===== config.mk =====
export PLATFORM = sky130hd
export DESIGN_NAME = signature_analyzer
export DESIGN_NICKNAME = d
export VERILOG_FILES = /design/src/rtl/signature_analyzer.sv
export SDC_FILE = /design/constraint.sdc
export NUM_CORES = 1
export LEC_CHECK = 0
export ABC_AREA = 0
export CAP_MARGIN = 20
export CORE_ASPECT_RATIO = 0.7
export CORE_MARGIN = 3
export CORE_UTILIZATION = 51
export CTS_BUF_LIST = sky130_fd_sc_hd__clkbuf_2
export DETAILED_ROUTE_END_ITERATION = 8
export DONT_BUFFER_PORTS = 1
export PLACE_DENSITY_LB_ADDON = 0.12
export SYNTH_ARGS = -nofsm -noshare
export SYNTH_HDL_FRONTEND = slang
export SYNTH_SLANG_ARGS = --single-unit

===== constraint.sdc =====
create_clock -name clk -period 3.2 [get_ports clk]
set_clock_uncertainty 0.05 [all_clocks]
set_input_delay 0.64 -clock clk [delete_from_list [all_inputs] [get_ports clk]]
set_output_delay 0.64 -clock clk [all_outputs]
set_load 0.01 [all_outputs]

===== src/rtl/signature_analyzer.sv =====
`default_nettype none
// ============================================================================
// Module   : signature_analyzer
// Purpose  : 16-bit multiple-input signature register (MISR) that compacts a
//            stream of 8-bit samples from a circuit-under-test. A run is
//            started with 'start', accepts NUM_SAMPLES qualified samples and
//            then parks in DONE with the final signature on 'signature'.
//            Polynomial x^16 + x^12 + x^5 + 1 (16'h1021).
// Options  : define SIG_PARITY_EN to add the registered 'sig_parity' output
//            (XOR of all signature bits).
// Revision : 1.0 - initial release
// ============================================================================
module signature_analyzer #(
    parameter int unsigned NUM_SAMPLES = 256,
    parameter logic [15:0] SEED        = 16'h0000
) (
    input  logic        clk,
    input  logic        clear,
    input  logic        start,
    input  logic        in_valid,
    input  logic [7:0]  data_in,
    output logic        busy,
    output logic        done,
    output logic [15:0] signature,
`ifdef SIG_PARITY_EN
    output logic        sig_parity,
`endif
    output logic [15:0] sample_count
);

    // State encoding; busy/done are held in their own flops alongside it.
    localparam logic [1:0]  c_idle = 2'd0;
    localparam logic [1:0]  c_run  = 2'd1;
    localparam logic [1:0]  c_done = 2'd2;
    localparam logic [15:0] c_poly = 16'h1021;
    // NUM_SAMPLES is limited to 1..65535, so it always fits the 16-bit counter.
    localparam logic [15:0] c_num  = 16'(NUM_SAMPLES);

    logic [1:0]  r_state;
    logic        r_busy;
    logic        r_done;
    logic [15:0] r_sig;
    logic [15:0] r_cnt;

    logic [15:0] w_sig_next;
    logic [15:0] w_cnt_next;
    logic        w_accept;
    logic        w_last;

    // Next signature/count for an accepted sample and end-of-run detection.
    always_comb begin
        w_sig_next = {r_sig[14:0], 1'b0}
                   ^ (r_sig[15] ? c_poly : 16'h0000)
                   ^ {8'h00, data_in};
        w_cnt_next = r_cnt + 16'd1;
        w_accept   = (r_state == c_run) && in_valid;
        w_last     = w_accept && (w_cnt_next == c_num);
    end

    // Control FSM plus signature and sample counter; clear overrides everything.
    always_ff @(posedge clk) begin
        if (clear) begin
            r_state <= c_idle;
            r_busy  <= 1'b0;
            r_done  <= 1'b0;
            r_sig   <= SEED;
            r_cnt   <= 16'd0;
        end else begin
            case (r_state)
                c_idle, c_done: begin
                    // Data on the start cycle is deliberately not captured.
                    if (start) begin
                        r_state <= c_run;
                        r_busy  <= 1'b1;
                        r_done  <= 1'b0;
                        r_sig   <= SEED;
                        r_cnt   <= 16'd0;
                    end
                end
                c_run: begin
                    // start is ignored here; only in_valid advances the run.
                    if (w_accept) begin
                        r_sig <= w_sig_next;
                        r_cnt <= w_cnt_next;
                        if (w_last) begin
                            r_state <= c_done;
                            r_busy  <= 1'b0;
                            r_done  <= 1'b1;
                        end
                    end
                end
                default: begin
                    r_state <= c_idle;
                    r_busy  <= 1'b0;
                    r_done  <= 1'b0;
                end
            endcase
        end
    end

`ifdef SIG_PARITY_EN
    logic r_par;

    // Parity flop tracks every signature load so it stays aligned with it.
    always_ff @(posedge clk) begin
        if (clear) begin
            r_par <= ^SEED;
        end else if (((r_state == c_idle) || (r_state == c_done)) && start) begin
            r_par <= ^SEED;
        end else if (w_accept) begin
            r_par <= ^w_sig_next;
        end
    end

    assign sig_parity = r_par;
`endif

    assign busy         = r_busy;
    assign done         = r_done;
    assign signature    = r_sig;
    assign sample_count = r_cnt;

endmodule
`default_nettype wire


==> metrics.txt <==
crit share post-route=71.35%; Lkg Pwr=0.0006196 µW; ratio of total power to cell area=377.8 nW/µm²; dominant cells by area after synthesis=sky130_fd_sc_hd__dfxtp_1 (38%), sky130_fd_sc_hd__a21oi_1 (8.2%), sky130_fd_sc_hd__nand3_1 (7.1%); clock edge transition at the registers on the reported setup and hold paths=0.17 ns; largest net degree at the start of global routing=35; number of synthesized flops with an enable pin=0; number of max-cap violations=0; number of hold-repair buffers added at the cts stage=0; headroom to the max-slew limit=29.06%; routed length per instance=16.78 µm; result of the run=completed; Max H-tree Level=2; clock tree from TritonCTS=done; peak ir drop on the vdd network=0.0002134 V; syn_nets=246; total standard cell area after synthesis=1824 µm²; type of destination of the critical path=register; DRT Wirelength=4531 µm; critical path fanouts, max=5; number of buffers between clock root and the deepest sink=2; antenna cells=0; final instance area=1861 µm²; switching power summed over all nets=195.2 µW; Std-Cell Core Area=3276 µm²; cell taking the most area after synthesis=sky130_fd_sc_hd__dfxtp_1; proportion of synthesized chip area in sequential cells=38.41%; global route overflow=0; Sw Share=27.77%; Power Internal=507.7 µW; Placed Cells incl. Taps=263; post-layout min period=2.283 ns; clock buffer count from CTS=5; Worst Hold Slack=0.2663 ns; antenna violations before repair=0; Skew-Pair Late Insertion Delay=0.36 ns; chip height=56.04 µm; Critical Path Max Stage Delay=0.50 ns; Clock Sink Count=35; part of the power in combinational logic=8.7%; arrival time reported for the critical path endpoint=2.55 ns; hold crit path type=input pin to register; list of cells traversed by the critical path=ha_1 > nand4_1 > or3_1 > or2_1 > a2111oi_4 > a41o_1; clock root buffer=sky130_fd_sc_hd__clkbuf_2; signed area change from the synthesized netlist to the final layout=1.989%; number of violations reported at the end of detailed-routing iteration 0=113; via density per instance=6.156; layout net count=236; number of instances in the synthesized netlist=233; overall global routing resource usage=21.58%; Total Die Area=4342 µm²; die width=77.49 µm; max frequency=438.0 MHz; number of warnings issued by yosys=0; commonest cells after routing, fill and taps aside=sky130_fd_sc_hd__dfxtp_1 (35), sky130_fd_sc_hd__a21oi_1 (30), sky130_fd_sc_hd__nand2_1 (29); Final Hold Vio Count=0; Max stage delay cell, worst path=sky130_fd_sc_hd__dfxtp_1; final estimated routing congestion in global placement=0.8600; Fin Setup TNS=0 ns; instance area after placement=1827 µm²; count of state elements after synthesis=35; fraction of final layout cells sized beyond drive strength 1=5.830%; number of ports placed on the die boundary=46; total DRC errors in the routed layout=0; quantity of I/O buffers inserted on ports=0; number of iterations in the first detailed-routing pass=4; CP Launch Type=register; most frequently used flop master after synthesis=sky130_fd_sc_hd__dfxtp_1; slew of the pin with the lowest slew margin=1.062 ns; vias in the first global route=1473; area share of the largest cell type after synthesis=38.41%; Starting Density=55.69%; number of library cell types mapped by synthesis=41; final core utilization=56.80%; num rows=17; final number of max-transition violations=0; HPWL after detailed placement=3111 µm; Data required, critical path=3.46 ns; Via Count=1662; number of resized instances in the post-cts repair step=0; kind of critical path=register to register; clock network fraction of total power=26.8%; postcts setup bufs=0; leading cell type in the layout, fill and taps excluded=sky130_fd_sc_hd__dfxtp_1; Antenna Nets Post-Route=0; async set-reset flop share out of synthesis=0%; average cell area after synthesis=7.829 µm²; setup repair after global routing missed its margin=false; part of the total power dissipated in sequential elements=64.5%; final instance count without filler cells=270; wire length of the first global-routing pass=7493 µm; final-report setup violation count=0
==> power by group through the flow <==
stage	Sequential, µW	Combinational, µW	Clock (µW)
global route	455	67.2	222
global placement	462	59.7	0
finish	454	61.0	188
floorplan	459	52.9	0
CTS	454	60.4	194
detailed placement	463	60.4	0
==> kinds of logic (layout without fill, tap and decap cells) <==
family          after synthesis  count (layout)  share of synthesized area (%)
compound gates               56              56                          19.41
flops                        35              35                          38.41
simple gates                100             100                          27.85
mux                           1               1                         0.5487
xor+xnor                     17              17                          8.162
fa+ha+maj                     1               1                         0.6858
buf+inv                      23              13                          4.938
==> synth_stat cells, drive strengths merged (4+ instances only) <==
cell type  count
nand2         29
nand3         26
nand3b         4
o21ai          8
nand4          7
buf            6
nor2          14
xor2          10
dfxtp         35
a21oi         30
clkbuf        14
nor4           5
xnor2          7
==> worst max-delay path, delay by kind of cell (launching register included) <==
family,cells,cell delay (ns)
simple gates,3,0.83
compound gates,2,0.59
flops,1,0.50
fa+ha+maj,1,0.27
==> path summary, 6_finish.rpt <==
check / from / to / slack (ns) / depth (start not counted)
max: sample_count[1] / r_state[1] / 0.92 / 6
min reg2reg: signature[7] / signature[8] / 0.48 / 2
min: clear / signature[3] / 0.27 / 1
max reg2reg: sample_count[1] / r_state[1] / 0.92 / 6
==> stage by stage <==
step                      setup WS [ns]  power (µW)
after CTS                        0.9239       708.5
final                            0.9168       703.0
after floorplan                   1.166       512.2
after detailed placement         0.9565       523.1
after global placement            1.036       521.9
after global routing             0.7608       744.6
==> routing by layer <==
metal / vias up / routed length (µm) / global-route usage [%]
li1: 810 / - / -
met1: 766 / 2080 / 31.78
met2: 76 / 1879 / 28.41
met3: 10 / 511 / 7.929
met4: 0 / 61 / 7.107
met5: - / 0 / 0
==> cell type report <==
class	instances	area, µm²
multi-input cells	175	1033
clock inverters	2	8.758
repair buffers	3	22.52
inverters	3	11.26
fillers	336	1415
clock buffers	5	25.02
flip-flops and latches	35	700.7
well taps	47	58.81
==> flip-flops by register name, indices dropped and copies added, names as in the netlist <==
signal,count
sample_count,16
busy,1
signature,16
r_state,2
Note: power is estimated with default switching activity, not from simulation.
